<file path="src/rtl/baccarat_round_ctrl_if.sv">
// Card-source / datapath connection for the baccarat round controller.
//   master (controller): drives card_req, the six card load strobes and
//                        clear_cards; receives card_valid and the scores.
//   slave  (shoe + card/score datapath): the mirror image.
// The card data bus itself runs from the shoe straight into the datapath
// and is not seen by the controller.
interface baccarat_round_ctrl_if;
    logic       card_req;
    logic       card_valid;
    logic       load_pcard1;
    logic       load_pcard2;
    logic       load_pcard3;
    logic       load_dcard1;
    logic       load_dcard2;
    logic       load_dcard3;
    logic       clear_cards;
    logic [3:0] pscore;
    logic [3:0] dscore;
    logic [3:0] pcard3;

    modport master (
        output card_req, load_pcard1, load_pcard2, load_pcard3,
               load_dcard1, load_dcard2, load_dcard3, clear_cards,
        input  card_valid, pscore, dscore, pcard3
    );

    modport slave (
        input  card_req, load_pcard1, load_pcard2, load_pcard3,
               load_dcard1, load_dcard2, load_dcard3, clear_cards,
        output card_valid, pscore, dscore, pcard3
    );
endinterface

</file>
<file path="src/rtl/baccarat_round_ctrl.sv">
// Baccarat round sequencer: one round per start pulse. Fetches cards with a
// req/valid handshake, applies the natural and third-card rules, drives the
// win lights and keeps saturating player/dealer/tie tallies.
// Ports:
//   slow_clock        sole clock, rising edge
//   resetb            asynchronous reset, active high
//   start             begin a round (honoured only in IDLE or DONE)
//   dp                card source / datapath connection (master side)
//   busy, done        round in progress / round finished
//   player_win_light, dealer_win_light   result, both high = tie
//   player_wins, dealer_wins, ties       saturating tallies
module baccarat_round_ctrl #(
    parameter int CNT_W = 8
) (
    input  logic                  slow_clock,
    input  logic                  resetb,
    input  logic                  start,
    baccarat_round_ctrl_if.master dp,
    output logic                  busy,
    output logic                  done,
    output logic                  player_win_light,
    output logic                  dealer_win_light,
    output logic [CNT_W-1:0]      player_wins,
    output logic [CNT_W-1:0]      dealer_wins,
    output logic [CNT_W-1:0]      ties
);

    typedef enum logic [3:0] {
        S_IDLE     = 4'd0,
        S_CLR      = 4'd1,
        S_DEAL_P1  = 4'd2,
        S_DEAL_D1  = 4'd3,
        S_DEAL_P2  = 4'd4,
        S_DEAL_D2  = 4'd5,
        S_EVAL_NAT = 4'd6,
        S_DEAL_P3  = 4'd7,
        S_EVAL_D3  = 4'd8,
        S_DEAL_D3  = 4'd9,
        S_SCORE    = 4'd10,
        S_DONE     = 4'd11
    } state_e;

    state_e           state_q, state_d;
    logic             card_req_q, card_req_d;
    logic             busy_q, busy_d;
    logic             done_q, done_d;
    logic             plight_q, plight_d;
    logic             dlight_q, dlight_d;
    logic [CNT_W-1:0] pwins_q, pwins_d;
    logic [CNT_W-1:0] dwins_q, dwins_d;
    logic [CNT_W-1:0] ties_q, ties_d;
    logic             take_s;
    logic             lp1_s, lp2_s, lp3_s, ld1_s, ld2_s, ld3_s, clear_s;

    function automatic logic is_deal(input state_e s);
        logic r;
        case (s)
            S_DEAL_P1, S_DEAL_D1, S_DEAL_P2,
            S_DEAL_D2, S_DEAL_P3, S_DEAL_D3: r = 1'b1;
            default:                         r = 1'b0;
        endcase
        return r;
    endfunction

    // Dealer third-card table for the case where the player drew a third card.
    function automatic logic dealer_draws(input logic [3:0] ds, input logic [3:0] p3);
        logic r;
        case (ds)
            4'd0, 4'd1, 4'd2: r = 1'b1;
            4'd3:             r = (p3 != 4'd8);
            4'd4:             r = (p3 >= 4'd2) && (p3 <= 4'd7);
            4'd5:             r = (p3 >= 4'd4) && (p3 <= 4'd7);
            4'd6:             r = (p3 >= 4'd6) && (p3 <= 4'd7);
            default:          r = 1'b0;
        endcase
        return r;
    endfunction

    function automatic logic [CNT_W-1:0] sat_inc(input logic [CNT_W-1:0] v);
        logic [CNT_W-1:0] r;
        if (v == {CNT_W{1'b1}}) begin
            r = v;
        end else begin
            r = v + CNT_W'(1);
        end
        return r;
    endfunction

    // card_req_q mirrors "state is a DEAL state", so a card is taken in
    // exactly the cycle the source presents it while we are asking.
    assign take_s = card_req_q && dp.card_valid;

    // Next-state, strobe, light and tally logic.
    always_comb begin
        state_d  = state_q;
        plight_d = plight_q;
        dlight_d = dlight_q;
        pwins_d  = pwins_q;
        dwins_d  = dwins_q;
        ties_d   = ties_q;
        lp1_s    = 1'b0;
        lp2_s    = 1'b0;
        lp3_s    = 1'b0;
        ld1_s    = 1'b0;
        ld2_s    = 1'b0;
        ld3_s    = 1'b0;
        clear_s  = 1'b0;
        case (state_q)
            S_IDLE, S_DONE: begin
                if (start) state_d = S_CLR;
                else       state_d = state_q;
            end
            S_CLR: begin
                clear_s  = 1'b1;
                plight_d = 1'b0;
                dlight_d = 1'b0;
                state_d  = S_DEAL_P1;
            end
            S_DEAL_P1: begin
                lp1_s = take_s;
                if (take_s) state_d = S_DEAL_D1;
                else        state_d = state_q;
            end
            S_DEAL_D1: begin
                ld1_s = take_s;
                if (take_s) state_d = S_DEAL_P2;
                else        state_d = state_q;
            end
            S_DEAL_P2: begin
                lp2_s = take_s;
                if (take_s) state_d = S_DEAL_D2;
                else        state_d = state_q;
            end
            S_DEAL_D2: begin
                ld2_s = take_s;
                if (take_s) state_d = S_EVAL_NAT;
                else        state_d = state_q;
            end
            S_EVAL_NAT: begin
                if ((dp.pscore >= 4'd8) || (dp.dscore >= 4'd8)) state_d = S_SCORE;
                else if (dp.pscore <= 4'd5)                       state_d = S_DEAL_P3;
                else if (dp.dscore <= 4'd5)                       state_d = S_DEAL_D3;
                else                                              state_d = S_SCORE;
            end
            S_DEAL_P3: begin
                lp3_s = take_s;
                if (take_s) state_d = S_EVAL_D3;
                else        state_d = state_q;
            end
            S_EVAL_D3: begin
                if (dealer_draws(dp.dscore, dp.pcard3)) state_d = S_DEAL_D3;
                else                                    state_d = S_SCORE;
            end
            S_DEAL_D3: begin
                ld3_s = take_s;
                if (take_s) state_d = S_SCORE;
                else        state_d = state_q;
            end
            S_SCORE: begin
                if (dp.pscore > dp.dscore) begin
                    plight_d = 1'b1;
                    pwins_d  = sat_inc(pwins_q);
                end else if (dp.dscore > dp.pscore) begin
                    dlight_d = 1'b1;
                    dwins_d  = sat_inc(dwins_q);
                end else begin
                    plight_d = 1'b1;
                    dlight_d = 1'b1;
                    ties_d   = sat_inc(ties_q);
                end
                state_d = S_DONE;
            end
            default: state_d = S_IDLE;
        endcase
        card_req_d = is_deal(state_d);
        busy_d     = (state_d != S_IDLE) && (state_d != S_DONE);
        done_d     = (state_d == S_DONE);
    end

    // State and registered-output flops.
    always_ff @(posedge slow_clock or posedge resetb) begin
        if (resetb) begin
            state_q    <= S_IDLE;
            card_req_q <= 1'b0;
            busy_q     <= 1'b0;
            done_q     <= 1'b0;
            plight_q   <= 1'b0;
            dlight_q   <= 1'b0;
            pwins_q    <= {CNT_W{1'b0}};
            dwins_q    <= {CNT_W{1'b0}};
            ties_q     <= {CNT_W{1'b0}};
        end else begin
            state_q    <= state_d;
            card_req_q <= card_req_d;
            busy_q     <= busy_d;
            done_q     <= done_d;
            plight_q   <= plight_d;
            dlight_q   <= dlight_d;
            pwins_q    <= pwins_d;
            dwins_q    <= dwins_d;
            ties_q     <= ties_d;
        end
    end

    assign dp.card_req       = card_req_q;
    assign dp.load_pcard1    = lp1_s;
    assign dp.load_pcard2    = lp2_s;
    assign dp.load_pcard3    = lp3_s;
    assign dp.load_dcard1    = ld1_s;
    assign dp.load_dcard2    = ld2_s;
    assign dp.load_dcard3    = ld3_s;
    assign dp.clear_cards    = clear_s;
    assign busy              = busy_q;
    assign done              = done_q;
    assign player_win_light  = plight_q;
    assign dealer_win_light  = dlight_q;
    assign player_wins       = pwins_q;
    assign dealer_wins       = dwins_q;
    assign ties              = ties_q;

endmodule

</file>
<file path="src/flat_wrapper.sv">
// flat-port wrapper written by rule: the top's interface ports become plain ports
module baccarat_round_ctrl_flat 
#(
    parameter int CNT_W = 8
)
  (slow_clock, resetb, start, busy, done, player_win_light, dealer_win_light, player_wins, dealer_wins, ties, dp_card_req, dp_load_pcard1, dp_load_pcard2, dp_load_pcard3, dp_load_dcard1, dp_load_dcard2, dp_load_dcard3, dp_clear_cards, dp_card_valid, dp_pscore, dp_dscore, dp_pcard3);
  baccarat_round_ctrl_if dp_i ();
  input  logic slow_clock;
  input  logic resetb;
  input  logic start;
  output logic busy;
  output logic done;
  output logic player_win_light;
  output logic dealer_win_light;
  output logic [CNT_W-1:0] player_wins;
  output logic [CNT_W-1:0] dealer_wins;
  output logic [CNT_W-1:0] ties;
  output wire logic [$bits(dp_i.card_req)-1:0] dp_card_req;
  output wire logic [$bits(dp_i.load_pcard1)-1:0] dp_load_pcard1;
  output wire logic [$bits(dp_i.load_pcard2)-1:0] dp_load_pcard2;
  output wire logic [$bits(dp_i.load_pcard3)-1:0] dp_load_pcard3;
  output wire logic [$bits(dp_i.load_dcard1)-1:0] dp_load_dcard1;
  output wire logic [$bits(dp_i.load_dcard2)-1:0] dp_load_dcard2;
  output wire logic [$bits(dp_i.load_dcard3)-1:0] dp_load_dcard3;
  output wire logic [$bits(dp_i.clear_cards)-1:0] dp_clear_cards;
  input wire logic [$bits(dp_i.card_valid)-1:0] dp_card_valid;
  input wire logic [$bits(dp_i.pscore)-1:0] dp_pscore;
  input wire logic [$bits(dp_i.dscore)-1:0] dp_dscore;
  input wire logic [$bits(dp_i.pcard3)-1:0] dp_pcard3;
  assign dp_card_req = dp_i.card_req;
  assign dp_load_pcard1 = dp_i.load_pcard1;
  assign dp_load_pcard2 = dp_i.load_pcard2;
  assign dp_load_pcard3 = dp_i.load_pcard3;
  assign dp_load_dcard1 = dp_i.load_dcard1;
  assign dp_load_dcard2 = dp_i.load_dcard2;
  assign dp_load_dcard3 = dp_i.load_dcard3;
  assign dp_clear_cards = dp_i.clear_cards;
  assign dp_i.card_valid = dp_card_valid;
  assign dp_i.pscore = dp_pscore;
  assign dp_i.dscore = dp_dscore;
  assign dp_i.pcard3 = dp_pcard3;
  baccarat_round_ctrl #(.CNT_W(CNT_W)) u_core (.slow_clock(slow_clock), .resetb(resetb), .start(start), .dp(dp_i), .busy(busy), .done(done), .player_win_light(player_win_light), .dealer_win_light(dealer_win_light), .player_wins(player_wins), .dealer_wins(dealer_wins), .ties(ties));
endmodule
</file>
<file path="config.mk">
export PLATFORM = sky130hd
export DESIGN_NAME = baccarat_round_ctrl_flat
export DESIGN_NICKNAME = d
export VERILOG_FILES = /design/src/rtl/baccarat_round_ctrl_if.sv /design/src/rtl/baccarat_round_ctrl.sv /design/src/flat_wrapper.sv
export SDC_FILE = /design/constraint.sdc
export NUM_CORES = 1
export LEC_CHECK = 0
export ABC_AREA = 1
export BUFFER_PORTS_ARGS = -buffer_cell sky130_fd_sc_hd__buf_4
export CAP_MARGIN = 25
export CORE_MARGIN = 1
export CORE_UTILIZATION = 50
export DETAILED_ROUTE_END_ITERATION = 10
export PLACE_DENSITY = 0.76
export SYNTH_ARGS = -nofsm -noshare
export SYNTH_HDL_FRONTEND = slang
export SYNTH_SLANG_ARGS = --single-unit
</file>
<file path="constraint.sdc">
create_clock -name slow_clock -period 3.6 [get_ports slow_clock]
set_clock_uncertainty 0.15 [all_clocks]
set_input_delay 0.36 -clock slow_clock [delete_from_list [all_inputs] [get_ports slow_clock]]
set_output_delay 0.36 -clock slow_clock [all_outputs]
set_load 0.02 [all_outputs]
</file>
==> summary.txt <==
global-route wire length before repair = 7.57 mm
fmax = 0.528 GHz
worst skew pair latency = 0.28 ns
drt pass-1 iters = 4
I/O pins = 52
worst hold-check path type = in -> async
Starting Density = 54.1%
post-synthesis to final-layout area growth = 27.6%
Ys Warns = 0
Setup crit start = u_core.state_q[1]
RePlAce Congestion = 0.891
critical-path maximum fanout = 6
CP Launch Type = register
DRC viols = 0
CP max stage delay = 0.48 ns
Final #Nets = 357
WP data arrival = 1.38 ns
Die Width = 66.1 um
crit-path cells = inv_2, nand2_1, nor2_1, nand2_1, inv_1, buf_4
total CTS buffers = 5
library cells used by synthesis = 25
R2R setup slack = 1.72 ns
Die Span Y = 66.1 um
initial antenna violation count = 0
H-Tree Depth = 2
reg2reg path depth = 12
CP Class = reg -> out
Clock Sink Count = 33
relative slew slack = 48.4%
I/O Buffers = 51
initial drt markers = 91
R2R Path Start = u_core.state_q[0]
grt ovf = 0
final hold slack = 0.0673 ns
TNS Setup = 0 ns
clock-pin slew on the worst setup and hold paths = 0.07 ns
Buf+Inv Stages, Crit Path = 3
Max Slew Vio Count = 0
minimum clock period = 1.89 ns
Cells after DPL = 375
core area = 3800 um^2
Resized cells post-CTS = 0
cell family with most CP delay = flip-flops
Slew @ Worst Pin = 0.773 ns
largest net degree at the start of global routing = 22
Syn Inst Count = 275
Critical R2R Capture = u_core.dp.card_req
share of layout cells above drive strength 1 = 22.4%
Max VDD drop = 0.353 mV
vias in the first global route = 1,793
register area share after synthesis = 40.2%
DP HPWL = 3.50 mm
antenna fix cells = 0
Max Buffers Root-to-Sink = 2
CTS tree = built
Max Cap Viol = 0
CP dominant cell by count = nand2_1
WL per Instance = 11.5 um
vias per cell = 4.98
Root Driver = clkbuf_8
CP Data Required Time = 3.09 ns
die area = 4370 um^2
DRT Wirelength = 4.39 mm
Final Power = 1.60 mW
status = finished, final reports clean
static leakage = 1.55 nW
final hold violation count = 0
Post-Syn Area = 2050 um^2
commonest non-fill, non-tap cell in the layout = nand2_1
RSZ-0062 raised after global routing = false
Post-Syn Nets = 298
final setup fails = 0
pwr dens = 613 nW/um^2
Critical Path Sink Type = output pin
#FFs+latches synth = 33
GRT Util Overall = 23.0%
Critical-path top delay cell = dfrtp_1
Mean Syn Cell Area = 7.47 um^2
crit share post-route = 52.6%
# rows = 22
Antenna Nets Post-Route = 0
CTS Hold Buffers Added = 0
most frequent cells in the layout = 73 x nand2_1, 52 x buf_4, 42 x inv_1
Post-CTS Setup Inserts = 0
vias = 1,907
Post-Layout Cell Count = 383
## metrics by stage
stage / cell area [um^2] / util [%] / worst slack [ns]
floorplan: 2050 / - / 1.71
global placement: 2500 / 65.9 / 1.50
detailed placement: 2500 / 65.9 / 1.38
CTS: 2620 / 69.0 / 1.70
global route: 2620 / 69.0 / 1.51
finish: 2620 / 69.0 / 1.71
## where the power goes
group	leakage [nW]	switching [mW]	total [mW]	internal [mW]
clock network	0.0585	0.134	0.359	0.226
registers	0.440	0.0764	0.521	0.445
logic	1.05	0.463	0.724	0.261
total	1.55	0.673	1.60	0.931
## state kept, by name, indices dropped and copies added (netlist names)
signal	cells
u_core.busy	1
u_core.dealer_win_light	1
u_core.dealer_wins	8
u_core.done	1
u_core.dp.card_req	1
u_core.player_win_light	1
u_core.player_wins	8
u_core.state_q	4
u_core.ties	8
## metal layers
metal / global-route usage, % / part of all wire (%) / vias to the layer above
met4: 9.84 / 2.0 / 0
met2: 37.1 / 47 / 51
li1: - / - / 978
met3: 6.55 / 5.4 / 9
met1: 28.6 / 45 / 869
met5: 0 / 0 / -
## cell usage after synthesis
| cell | count | area share (%) |
|---|---|---|
| a21oi_1 | 3 | 0.73 |
| dfrtp_1 | 33 | 40 |
| ha_1 | 7 | 4.3 |
| inv_1 | 42 | 7.7 |
| inv_2 | 3 | 0.55 |
| mux2_2 | 2 | 1.1 |
| nand2_1 | 73 | 13 |
| nand2_2 | 2 | 0.61 |
| nand2_4 | 2 | 1.1 |
| nand3_1 | 27 | 6.6 |
| nand3_2 | 2 | 0.98 |
| nand3b_1 | 2 | 0.73 |
| nand4_1 | 8 | 2.4 |
| nor2_1 | 36 | 6.6 |
| nor2_2 | 3 | 0.91 |
| nor2_8 | 1 | 0.98 |
| nor3_1 | 2 | 0.49 |
| nor3_4 | 1 | 0.79 |
| o211ai_1 | 1 | 0.37 |
| o21ai_0 | 4 | 0.98 |
| o21ai_1 | 1 | 0.24 |
| o21bai_1 | 1 | 0.37 |
| o22ai_1 | 1 | 0.30 |
| xnor2_1 | 7 | 3.0 |
| xor2_1 | 11 | 4.7 |
## logic make-up (layout without fill, tap and decap cells)
kind of cell,after synthesis,after routing,synth area share [%]
and+or+nand+nor,159,159,35.5
buffers and inverters,45,105,8.23
DFF,33,33,40.2
xor gates and xnor gates,18,18,7.68
AOI/OAI and AO/OA,11,11,2.99
adders and majority gates,7,7,4.27
muxes,2,2,1.10
## worst reg2reg max path: cells and delay by family (launching register included)
family | cells | cell delay [ns]
AOI/OAI and AO/OA | 1 | 0.16
buffers and inverters | 4 | 0.35
DFF | 1 | 0.42
and+or+nand+nor | 7 | 0.70
## worst max path at each step
stage,depth (start not counted),to
3_3_place_gp,14,u_core.player_wins[6]
2_1_floorplan,13,u_core.player_wins[6]
5_1_grt,14,u_core.player_wins[6]
6_report,6,dp_load_dcard2
3_5_place_dp,14,u_core.player_wins[6]
4_1_cts,14,u_core.player_wins[6]
## cell type report
cell class / count / area (um^2)
clock inverter: 1 / 30.0
sequential: 33 / 826
tap: 48 / 60.1
inverter: 45 / 169
timing repair buffer: 52 / 390
multi-input combinational: 197 / 1060
fill: 337 / 1180
clock buffer: 7 / 86.3
(Power assumes the default switching activity.)
